File: src/rtl/piso_tx.sv
// piso_tx: parallel-in serial-out transmitter with valid/ready word load and bit-rate enable.
// Optional even-parity trailer bit is built in when PISO_TX_PARITY_EN is defined.
module piso_tx #(
    parameter int WIDTH     = 4,
    parameter int MSB_FIRST = 1
) (
    input  logic             clk,
    input  logic             reset,
    input  logic [WIDTH-1:0] din,
    input  logic             din_valid,
    output logic             din_ready,
    input  logic             bit_en,
    output logic             d,
    output logic             v,
    output logic             sof,
    output logic             eof,
    output logic             busy
);
    localparam int            CW   = (WIDTH > 1) ? $clog2(WIDTH) : 1;
    localparam logic [CW-1:0] LAST = CW'(WIDTH - 1);

`ifdef PISO_TX_PARITY_EN
    typedef enum logic [1:0] {IDLE, SHIFT, PAR} state_t;
`else
    typedef enum logic [1:0] {IDLE, SHIFT} state_t;
`endif

    state_t           state, state_n;
    logic [WIDTH-1:0] shreg, shreg_n;
    logic [CW-1:0]    cnt, cnt_n;
    logic             d_n, v_n, sof_n, eof_n, busy_n;
    logic             accept;
    logic             cur_bit;
    logic [WIDTH-1:0] shifted;
`ifdef PISO_TX_PARITY_EN
    logic             par, par_n;
`endif

    always_comb begin
        if (MSB_FIRST != 0) begin
            cur_bit = shreg[WIDTH-1];
            shifted = {shreg[WIDTH-2:0], 1'b0};
        end else begin
            cur_bit = shreg[0];
            shifted = {1'b0, shreg[WIDTH-1:1]};
        end
    end

    // din_ready opens in IDLE and in the final enabled bit cycle so frames can stream back-to-back
    always_comb begin
        din_ready = 1'b0;
        case (state)
            IDLE:  din_ready = 1'b1;
`ifdef PISO_TX_PARITY_EN
            PAR:   din_ready = bit_en;
`else
            SHIFT: din_ready = bit_en && (cnt == LAST);
`endif
            default: din_ready = 1'b0;
        endcase
        if (reset) begin
            din_ready = 1'b0;
        end
    end

    assign accept = din_valid && din_ready;

    always_comb begin
        state_n = state;
        shreg_n = shreg;
        cnt_n   = cnt;
        d_n     = d;
        v_n     = 1'b0;
        sof_n   = 1'b0;
        eof_n   = 1'b0;
`ifdef PISO_TX_PARITY_EN
        par_n   = par;
`endif
        case (state)
            IDLE: begin
                if (accept) begin
                    shreg_n = din;
                    cnt_n   = '0;
                    state_n = SHIFT;
`ifdef PISO_TX_PARITY_EN
                    par_n   = ^din;
`endif
                end
            end
            SHIFT: begin
                if (bit_en) begin
                    d_n     = cur_bit;
                    v_n     = 1'b1;
                    sof_n   = (cnt == '0);
                    shreg_n = shifted;
                    cnt_n   = cnt + CW'(1);
                    if (cnt == LAST) begin
                        cnt_n = '0;
`ifdef PISO_TX_PARITY_EN
                        state_n = PAR;
`else
                        eof_n = 1'b1;
                        if (accept) begin
                            shreg_n = din;
                        end else begin
                            state_n = IDLE;
                        end
`endif
                    end
                end
            end
`ifdef PISO_TX_PARITY_EN
            PAR: begin
                if (bit_en) begin
                    d_n   = par;
                    v_n   = 1'b1;
                    eof_n = 1'b1;
                    if (accept) begin
                        shreg_n = din;
                        cnt_n   = '0;
                        par_n   = ^din;
                        state_n = SHIFT;
                    end else begin
                        state_n = IDLE;
                    end
                end
            end
`endif
            default: state_n = IDLE;
        endcase
        busy_n = (state_n != IDLE);
    end

    always_ff @(posedge clk) begin
        if (reset) begin
            state <= IDLE;
            shreg <= '0;
            cnt   <= '0;
            d     <= 1'b0;
            v     <= 1'b0;
            sof   <= 1'b0;
            eof   <= 1'b0;
            busy  <= 1'b0;
`ifdef PISO_TX_PARITY_EN
            par   <= 1'b0;
`endif
        end else begin
            state <= state_n;
            shreg <= shreg_n;
            cnt   <= cnt_n;
            d     <= d_n;
            v     <= v_n;
            sof   <= sof_n;
            eof   <= eof_n;
            busy  <= busy_n;
`ifdef PISO_TX_PARITY_EN
            par   <= par_n;
`endif
        end
    end

endmodule
File: config.mk
export PLATFORM = sky130hd
export DESIGN_NAME = piso_tx
export DESIGN_NICKNAME = d
export VERILOG_FILES = /design/src/rtl/piso_tx.sv
export SDC_FILE = /design/constraint.sdc
export NUM_CORES = 1
export LEC_CHECK = 0
export BUFFER_PORTS_ARGS = -buffer_cell sky130_fd_sc_hd__buf_4
export CORE_MARGIN = 4
export CORE_UTILIZATION = 30
export CTS_BUF_LIST = sky130_fd_sc_hd__clkbuf_16
export DETAILED_ROUTE_END_ITERATION = 10
export SLEW_MARGIN = 15
export SYNTH_ARGS = -nofsm -noshare
export SYNTH_HDL_FRONTEND = slang
export SYNTH_SLANG_ARGS = --single-unit
export TNS_END_PERCENT = 50
File: constraint.sdc
create_clock -name clk -period 1.99 [get_ports clk]
set_clock_uncertainty 0.15 [all_clocks]
set_input_delay 0.0995 -clock clk [delete_from_list [all_inputs] [get_ports clk]]
set_output_delay 0.0995 -clock clk [all_outputs]
set_load 0.05 [all_outputs]
== After elaboration in Yosys (flattened, before gate mapping) ==
Index checks and enable logic that the tools add are counted.

* Input port bits: 8
* Output and inout port bits: 6
* Word-level logic and storage cells: 43
* Register bits: 13

* Multiplexer cells: 18
* Reductions and logical operators: 10
* Add/subtract/negate cells: 1
* Bitwise gates (word level): 2
* Equal/unequal tests: 4

{| class="wikitable"
|+ Operators with widths
! operator !! count
|-
| 4-bit two-way mux || 4
|-
| 2-bit two-way mux || 7
|-
| 2-bit case mux with 2 select lines || 2
|-
| 4-bit case mux with 2 select lines || 1
|-
| 2-bit logical NOT || 2
|-
| 2-bit != test, second input constant || 2
|-
| 2-bit nonzero test || 2
|-
| 1-bit two-way mux || 3
|-
| 3-bit AND reduction || 1
|-
| 3-bit OR reduction || 1
|-
| 2-bit by 1-bit adder with 2-bit output, second input constant || 1
|-
| 2-bit by 1-bit equality test with 1-bit output, second input constant || 1
|-
| 2-bit equality test, second input constant || 1
|-
| 1-bit logical AND || 2
|-
| 1-bit inverter || 2
|-
| 1-bit case mux with 2 select lines || 1
|-
| 2-bit AND reduction || 1
|-
| 2-bit OR reduction || 1
|}

== Logic depth before layout (Yosys ltp) ==
Gate-level depths: netlist of the first run.

* Word-level depth: 10
* Gate-level depth with buffers: 4
* Mapped depth without buffers: 4

== Worst setup path before layout of the first run ==
OpenSTA, ideal clock, no wires.

* Path type: flip-flop to output port
* Start: reg cnt[0]
* End: out din_ready
* Data arrival time: 1.820 ns
* Buffers on the path: 0
* Required time: 1.740 ns
* Slack: -0.080 ns
* Stages on the path, launching flop included: 4
* Cells stage by stage: dfxtp_1 -> ha_1 -> nand2_1 -> a211oi_1

* Cells in the longest elaborated chain, start to end: 4

{| class="wikitable"
|+ Ends and longest elaborated chain
! element !! RTL line !! RTL
|-
| start, declared || 30 || <nowiki>logic [CW-1:0] cnt, cnt_n;</nowiki>
|-
| start signal, assigned || 150 || <nowiki>cnt <= cnt_n;</nowiki>
|-
| 2-bit equality test || 57 || <nowiki>SHIFT: din_ready = bit_en && (cnt == LAST);</nowiki>
|-
| 1-bit logical AND || 57 ||
|-
| 1-bit case mux with 2 select lines || 52 || <nowiki>case (state)</nowiki>
|-
| 1-bit two-way mux || 61 || <nowiki>if (reset) begin</nowiki>
|-
| end, declared || 11 || <nowiki>output logic din_ready,</nowiki>
|}

No other way between the ends.

== Final worst setup path of the first run ==
* Start: in reset
* End: reg shreg[1]

* Cells in the longest elaborated chain, start to end: 6
* Elaborated cells on any way between the ends: 8
* Classes of those cells: 1 x eq/ne; 5 x mux; 2 x reduce/logical

{| class="wikitable"
|+ Ends and longest elaborated chain
! element !! RTL line !! RTL
|-
| start, declared || 8 || <nowiki>input logic reset,</nowiki>
|-
| 1-bit two-way mux || 61 ||
|-
| 1-bit logical AND || 66 || <nowiki>assign accept = din_valid && din_ready;</nowiki>
|-
| 4-bit two-way mux || 103 || <nowiki>if (accept) begin</nowiki>
|-
| 4-bit two-way mux || 97 || <nowiki>if (cnt == LAST) begin</nowiki>
|-
| 4-bit two-way mux || 91 || <nowiki>if (bit_en) begin</nowiki>
|-
| 4-bit case mux with 2 select lines || 79 || <nowiki>case (state)</nowiki>
|-
| end signal, assigned || 149 || <nowiki>shreg <= shreg_n;</nowiki>
|-
| end, declared || 29 || <nowiki>logic [WIDTH-1:0] shreg, shreg_n;</nowiki>
|}

Parallel ways exist; a longest one is shown, timed or not. The select of a mux whose other input is x is not followed.
A chain may end at the register's enable or synchronous reset.

==> results.json, run 1 <==
{
  "gp_congestion": 0.720,
  "slew_violations": 0,
  "critPathCaptureType": "register",
  "synth_enable_flop_cells": 0,
  "tns_ns": 0,
  "grt_pass1_vias": 412,
  "worstMarginPinSlew_ns": 0.575,
  "worst_slack_ns": 0.268,
  "path_class": "in2reg",
  "rsz0062_at_grt": "false",
  "p_sw_share_pct": 19.9,
  "nNetsFinal": 87,
  "rows": 15,
  "cp-endpoint": "shreg[1]",
  "required_ns": 1.99,
  "initialDrtViolationCount": 7,
  "cts_made_buffers": 3,
  "cts_max_level": 1,
  "cts-root-buf": "clkbuf_16",
  "totalWireLength_mm": 1.11,
  "reg2reg_from": "cnt[0]",
  "synth.yosys.warnings": 0,
  "hp-class": "in2reg",
  "max_freq_mhz": 581,
  "pwr-share-seq_pct": 39.7,
  "cts.path.max_buffers": 2,
  "drt.antenna.violating_nets": 0,
  "yosysSeqAreaShare_pct": 45.8,
  "synth_seq_cells": 13,
  "ctsResizeCount": 0,
  "synth_top_area_cell": "dfxtp_1",
  "syn_inst": 61,
  "drt_drc_violations_left": 0,
  "combPwrFrac_pct": 8.1,
  "clkPwrFrac_pct": 52.2,
  "slew_headroom_pct": 61.2,
  "p_int_mw": 0.562,
  "avgViaCountPerCell": 4.77,
  "synth_fp_nets": 71,
  "reg2reg_depth": 4,
  "wire_per_inst_um": 11.0,
  "async_reset_ff_share_pct": 0,
  "drt_first_pass_iters": 4,
  "layout_min_cycle_time_ns": 1.72,
  "numClockSinks": 13,
  "crit_start": "reset",
  "finalPower_mw": 0.701,
  "cp-start-kind": "input port",
  "hpwlAfterDp_um": 799,
  "synth_top_area_share_pct": 45.8,
  "clk_pin_slew_ns": 0.04,
  "syn_area_um2": 568,
  "grt_overflow": 0,
  "finalInstanceArea_um2": 777,
  "avgSynthCellArea_um2": 9.31,
  "die_y_um": 51.5,
  "vias": 482,
  "initial_core_util_pct": 32.2,
  "crit_path_max_fanout": 14,
  "cap_violations": 0,
  "cts_tree": "yes",
  "groute.usage.overall_pct": 9.49,
  "reg2reg_to": "shreg[1]",
  "setup_violations": 0,
  "dieWidth_um": 51.5,
  "synthToLayoutAreaGrowth_pct": 36.8,
  "final_hold_viol_count": 0,
  "ys_types": 25,
  "min_period_over_period_pct": 86.6,
  "rrSetupSlack_ns": 0.28,
  "dieArea_um2": 2650,
  "port_buffers": 13,
  "core_um2": 1760,
  "antenna_found_initial": 0,
  "powerDensity_nw_per_um2": 903,
  "status": "complete, no violations",
  "grt_pass1_wl_mm": 1.84,
  "placed_area_um2": 688,
  "p_switching_mw": 0.139,
  "dp_slack_ns": 0.289,
  "grt_max_degree": 15,
  "worst_skew_pair.late_latency_ns": 0.24,
  "synthTopCellsByArea": "dfxtp_1, a311oi_1, or3b_1, ha_1, nor3_1",
  "synth_ff_type": "dfxtp_1",
  "drive_above_1_share_pct": 23.7,
  "crit_arrival_ns": 1.72,
  "ios": 14,
  "leakage_nw": 0.306,
  "peakVddDrop_mv": 0.656,
  "final_core_util_pct": 44.0,
  "antenna_cells": 0
}
==> worst max-delay path, stage by stage <==
cell	delay (ns)
dlygate4sd3_1	0.52
buf_4	0.19
and4b_1	0.27
or3b_1	0.38
a311oi_1	0.25
==> layout make-up <==
class / count / area [um^2]
Sequential cell: 13 / 260
Inverter: 2 / 7.51
Multi-Input combinational cell: 43 / 292
Clock inverter: 1 / 3.75
Clock buffer: 3 / 75.1
Timing Repair Buffer: 14 / 108
Fill cell: 189 / 987
Tap cell: 25 / 31.3
==> flip-flops by register name, indices dropped and copies added, names as in the netlist <==
signal  cells
shreg       4
cnt         2
state       2
busy        1
d           1
eof         1
sof         1
v           1
==> layout by cell type (no fill, tap or decap), drive strengths merged <==
| cell type | count |
|---|---|
| mux2i | 1 |
| conb | 1 |
| nor3 | 5 |
| nand2b | 2 |
| buf | 13 |
| a311oi | 3 |
| and2 | 2 |
| clkbuf | 3 |
| o21ai | 4 |
| dlygate4sd3 | 1 |
| a21oi | 4 |
| nand2 | 4 |
| or3b | 3 |
| inv | 3 |
| a211oi | 1 |
| nand3b | 1 |
| nor2 | 2 |
| nand3 | 2 |
| dfxtp | 13 |
| or4b | 1 |
| nand4b | 2 |
| ha | 2 |
| nor4b | 1 |
| and3b | 1 |
| and4b | 1 |
==> repair_timing <==
item                      CTS  global route
hold endpoints to repair    3             0
hold buffers                1             0
buffers inserted            0             0
==> kinds of logic (layout without fill, tap and decap cells) <==
group / count (synthesis) / in the layout / share of synthesized area, %
buf+inv: 5 / 20 / 3.74
fa+ha+maj: 2 / 2 / 4.40
flops: 13 / 13 / 45.8
simple gates: 27 / 27 / 30.6
compound gates: 12 / 12 / 13.0
other cells: 1 / 1 / 0.660
mux: 1 / 1 / 1.76
==> stage by stage <==
step | std cells | hold slack (ns)
floorplan | 61 | 0.113
global placement | 96 | 0.233
detailed placement | 96 | 0.238
CTS | 101 | 0.00704
global route | 101 | 0.0200
finish | 101 | 0.00925
==> power groups by stage <==
stage,combinational [mW],clock [mW],sequential (mW)
2_1_floorplan,0.0337,0,0.284
3_3_place_gp,0.0554,0,0.283
3_5_place_dp,0.0557,0,0.283
4_1_cts,0.0575,0.376,0.278
5_1_grt,0.0623,0.388,0.280
6_report,0.0568,0.366,0.279
==> metal layers <==
metal | wire [um] | global-route usage (%)
met5 | 0 | 0
met2 | 501 | 14.2
met1 | 525 | 11.7
met4 | 10 | 2.62
met3 | 77 | 5.16
==> worst min path at each step <==
stage / start / cells past startpoint / endpoint / slack, ns
after floorplan: din[0] / 2 / shreg[0] / 0.11
after global placement: reset / 2 / cnt[0] / 0.23
after detailed placement: reset / 2 / cnt[0] / 0.24
after CTS: din[0] / 3 / shreg[0] / 0.007
after global routing: din[0] / 3 / shreg[0] / 0.02
final: din[0] / 3 / shreg[0] / 0.009
==> cell usage after synthesis (all sizes together), types with 2 or more instances <==
cell type / instances
dfxtp: 13
nor3: 5
a21oi: 4
nand2: 4
o21ai: 4
a311oi: 3
or3b: 3
and2: 2
buf: 2
ha: 2
inv: 2
nand2b: 2
nand3: 2
nand4b: 2
nor2: 2
No activity file was read; power rests on OpenSTA's default activity.
==> run 2: changes to the inputs <==
--- a/config.mk
+++ b/config.mk
@@ -5,11 +5,14 @@
 export SDC_FILE = /design/constraint.sdc
 export NUM_CORES = 1
 export LEC_CHECK = 0
+export ABC_AREA = 0
 export BUFFER_PORTS_ARGS = -buffer_cell sky130_fd_sc_hd__buf_4
+export CAP_MARGIN = 25
 export CORE_MARGIN = 4
 export CORE_UTILIZATION = 30
 export CTS_BUF_LIST = sky130_fd_sc_hd__clkbuf_16
 export DETAILED_ROUTE_END_ITERATION = 10
+export PLACE_DENSITY = 0.58
 export SLEW_MARGIN = 15
 export SYNTH_ARGS = -nofsm -noshare
 export SYNTH_HDL_FRONTEND = slang
==> results.json, run 2 (same netlist as run 1, synthesis figures left out) <==
{
  "core_um2": 1760,
  "hold_depth": 3,
  "crit_path_max_fanout": 14,
  "groute.usage.overall_pct": 10.5,
  "cts_tree": "yes",
  "dieArea_um2": 2650,
  "cp_slowest_stage_delay_ns": 0.53,
  "reg2reg_depth": 4,
  "cp-start-kind": "input port",
  "antenna_found_initial": 0,
  "synthToLayoutAreaGrowth_pct": 38.5,
  "antenna_cells": 0,
  "die_y_um": 51.5,
  "min_period_over_period_pct": 85.7,
  "tns_ns": 0,
  "grt_max_degree": 15,
  "grt_pass1_vias": 503,
  "final_hold_viol_count": 0,
  "slew_headroom_pct": 59.9,
  "wire_per_inst_um": 10.9,
  "drt_drc_violations_left": 0,
  "drive_above_1_share_pct": 23.4,
  "path_class": "in2reg",
  "drt.antenna.violating_nets": 0,
  "grt_overflow": 0,
  "slew_violations": 0,
  "fillers": 182,
  "finalPower_mw": 0.716,
  "leakage_nw": 0.310,
  "crit_arrival_ns": 1.71,
  "drt_first_pass_iters": 3,
  "vias": 488,
  "cap_violations": 0,
  "critPathCaptureType": "register",
  "hold_start": "din[1]",
  "dieWidth_um": 51.5,
  "setup_violations": 0,
  "final_cell_mix": "dfxtp_1, buf_4, nor3_1",
  "max_freq_mhz": 587,
  "cts-root-buf": "clkbuf_16",
  "crit_start": "reset",
  "powerDensity_nw_per_um2": 909,
  "cts.path.max_buffers": 2,
  "top_register": "shreg",
  "hpwlAfterDp_um": 791,
  "rrSetupSlack_ns": 0.30,
  "layout_min_cycle_time_ns": 1.70,
  "initial_core_util_pct": 32.2,
  "clk_pin_slew_ns": 0.04,
  "worst_skew_pair.late_latency_ns": 0.24,
  "status": "complete, no violations",
  "totalWireLength_mm": 1.12,
  "port_buffers": 13,
  "gp_congestion": 0.686,
  "nNetsFinal": 88,
  "cts_max_level": 1,
  "required_ns": 2.00,
  "critPathTopFamily": "buffers and inverters",
  "initialDrtViolationCount": 3,
  "rsz0062_at_grt": "false",
  "peakVddDrop_mv": 0.349,
  "reg2reg_from": "cnt[0]",
  "cp.depth": 5,
  "cp_cell_sequence": "dlygate4sd3_1 -> buf_4 -> and4b_1 -> or3b_1 -> a311oi_1",
  "largest_reg_flops": 4,
  "numClockSinks": 13,
  "grt_pass1_wl_mm": 2.08,
  "ctsResizeCount": 0,
  "ios": 14,
  "worstMarginPinSlew_ns": 0.593,
  "avgViaCountPerCell": 4.78,
  "cp_num_buf_inv": 2,
  "cts_made_buffers": 3,
  "top_regs": "shreg: 4 flops, cnt: 2 flops, state: 2 flops",
  "slowest_stage": "dlygate4sd3_1",
  "rows": 15,
  "hp-class": "in2reg"
}
==> run 2: changes by cell type in the layout (fill, tap and decap cells not counted), sizes merged <==
cell / previous run / this run
dlygate4sd3: 1 / 2
==> run 2: final timing paths <==
path	end
worst max-delay path	shreg[1]
worst min-delay path	shreg[1]
worst max register to register	shreg[1]
worst min register to register	d
==> run 2: cell type report <==
type / instances / area (um^2) / share of cell area (%)
Clock buffer: 3 / 75.1 / 9.54
Multi-Input combinational cell: 43 / 292 / 37.0
Clock inverter: 1 / 3.75 / 0.477
Inverter: 2 / 7.51 / 0.954
Tap cell: 25 / 31.3 / 3.97
Sequential cell: 13 / 260 / 33.1
Timing Repair Buffer: 15 / 118 / 14.9
==> run 2: metal layers <==
metal	GRT usage (%)	vias to the layer above	share of wire, %
met3	3.44	3	4.8
li1	-	253	-
met4	5.24	0	2.2
met1	12.4	219	50
met2	16.7	13	43
met5	0	-	0
==> run 2: report_power, final <==
part | leakage, nW | internal, mW | total (mW) | switching [mW]
registers | 0.106 | 0.271 | 0.278 | 0.00764
clock network | 0.0423 | 0.265 | 0.379 | 0.114
logic | 0.162 | 0.0283 | 0.0581 | 0.0298
==> run 2: tightest hold or removal path, stage by stage <==
cell	delay, ns
buf_4	0.10
o21ai_0	0.06
a311oi_1	0.08
==> run 2: through the flow <==
| stage | area, um^2 | worst slack, ns | utilization, % | hold WS (ns) | std cells |
|---|---|---|---|---|---|
| finish | 787 | 0.285 | 44.6 | 0.000538 | 102 |
| global route | 787 | 0.137 | 44.6 | 0.0292 | 102 |
| CTS | 787 | 0.281 | 44.6 | 0.00561 | 102 |
| detailed placement | 688 | 0.305 | 39.0 | 0.235 | 96 |
| global placement | 688 | 0.328 | 39.0 | 0.231 | 96 |
| floorplan | 573 | 0.387 | - | 0.113 | 61 |
==> run 2: timing repair <==
action | 4_1_cts | 5_1_grt
hold endpoints to repair | 9 | 0
hold buffers | 2 | 0
buffers inserted | 0 | 0
==> run 3: changes to the inputs <==
--- a/config.mk
+++ b/config.mk
@@ -8,11 +8,11 @@
 export ABC_AREA = 0
 export BUFFER_PORTS_ARGS = -buffer_cell sky130_fd_sc_hd__buf_4
 export CAP_MARGIN = 25
-export CORE_MARGIN = 4
-export CORE_UTILIZATION = 30
+export CORE_AREA = 4 4 41 43
 export CTS_BUF_LIST = sky130_fd_sc_hd__clkbuf_16
 export DETAILED_ROUTE_END_ITERATION = 10
-export PLACE_DENSITY = 0.58
+export DIE_AREA = 0 0 45 47
+export PLACE_DENSITY = 0.74
 export SLEW_MARGIN = 15
 export SYNTH_ARGS = -nofsm -noshare
 export SYNTH_HDL_FRONTEND = slang
==> results.json, run 3 (same netlist as run 1, synthesis figures left out) <==
{
  "status": "complete, no violations",
  "drive_above_1_share_pct": 23.7,
  "clk_pin_slew_ns": 0.04,
  "cp_slowest_stage_delay_ns": 0.58,
  "largest_reg_flops": 4,
  "initialDrtViolationCount": 5,
  "avgViaCountPerCell": 5.38,
  "slew_headroom_pct": 55.0,
  "antenna_found_initial": 0,
  "die_y_um": 47,
  "critPathCaptureType": "register",
  "antenna_cells": 0,
  "slew_violations": 0,
  "grt_overflow": 0,
  "top_register": "shreg",
  "final_core_util_pct": 58.8,
  "cp_num_buf_inv": 2,
  "cts-root-buf": "clkbuf_16",
  "numClockSinks": 13,
  "cts.path.max_buffers": 2,
  "cap_violations": 0,
  "cp_cell_sequence": "dlygate4sd3_1 -> buf_4 -> nor4b_1 -> nor3_1 -> a311oi_1",
  "crit_arrival_ns": 1.80,
  "cts_made_buffers": 3,
  "grt_max_degree": 15,
  "gp_congestion": 0.792,
  "dieWidth_um": 45,
  "powerDensity_nw_per_um2": 913,
  "max_freq_mhz": 552,
  "ios": 14,
  "cts_max_level": 1,
  "totalWireLength_mm": 1.11,
  "ctsResizeCount": 0,
  "required_ns": 1.97,
  "hp-class": "in2reg",
  "layout_min_cycle_time_ns": 1.81,
  "cp-start-kind": "input port",
  "finalPower_mw": 0.698,
  "setup_violations": 0,
  "wire_per_inst_um": 12.2,
  "drt_drc_violations_left": 0,
  "path_class": "in2reg",
  "top_regs": "shreg: 4 flops, cnt: 2 flops, state: 2 flops",
  "grt_pass1_wl_mm": 1.79,
  "rsz0062_at_grt": "false",
  "crit_path_max_fanout": 14,
  "leakage_nw": 0.306,
  "drt.antenna.violating_nets": 0,
  "final_cell_mix": "dfxtp_1, buf_4, nor3_1",
  "core_um2": 1300,
  "synthToLayoutAreaGrowth_pct": 34.6,
  "initial_core_util_pct": 43.7,
  "grt_pass1_vias": 437,
  "critPathTopFamily": "buffers and inverters",
  "worst_skew_pair.late_latency_ns": 0.24,
  "holdWs_ns": 0.00341,
  "vias": 490,
  "tns_ns": 0,
  "rows": 13,
  "groute.usage.overall_pct": 11.7,
  "cts_tree": "yes",
  "nNetsFinal": 87,
  "final_hold_viol_count": 0,
  "worstMarginPinSlew_ns": 0.666,
  "drt_first_pass_iters": 4,
  "min_period_over_period_pct": 91.1,
  "hpwlAfterDp_um": 789,
  "dieArea_um2": 2120,
  "port_buffers": 13,
  "slowest_stage": "nor4b_1",
  "peakVddDrop_mv": 0.441
}
## run 3: timing repair
item / CTS / global route
setup buffers: 0 / 0
hold buffers: 1 / 0
endpoints found under the hold margin: 5 / 0
## run 3: worst min-delay path, cell delays in order
cell and delay [ns]:
buf_4 0.11, o21ai_0 0.06, mux2i_1 0.07
## run 3: final timing paths
check	from	end	slack, ns	cells after the start
worst min-delay path	din[0]	shreg[0]	0.003	3
worst min register to register	shreg[3]	d	0.31	2
worst max-delay path	reset	shreg[2]	0.18	5
worst max register to register	cnt[0]	shreg[2]	0.22	4
## run 3: final cells by class
| class | instances | area, um^2 |
|---|---|---|
| Timing Repair Buffer | 14 | 108 |
| Clock buffer | 3 | 75.1 |
| Fill cell | 116 | 537 |
| Multi-Input combinational cell | 43 | 292 |
| Sequential cell | 13 | 260 |
| Inverter | 2 | 7.51 |
| Clock inverter | 1 | 3.75 |
| Tap cell | 15 | 18.8 |
## run 3: metal layers
metal,track usage (%),vias to the layer above,wire length [um]
met3,3.45,2,72
met4,5.26,0,8
met1,15.5,220,521
met2,17.5,14,510
li1,-,254,-
met5,0,-,0
## run 3: through the flow
step                cell area [um^2]  cells  setup slack [ns]
finish                           764     91             0.178
detailed placement               676     86             0.229
floorplan                        573     61             0.387
CTS                              764     91             0.203
global placement                 676     86             0.337
global route                     764     91            0.0769
## run 3: power by group
group          switching [mW]  leakage [nW]  internal [mW]
Combinational          0.0299         0.158         0.0270
Clock                  0.0983        0.0423          0.264
Sequential            0.00778         0.106          0.271
Total                   0.136         0.306          0.562
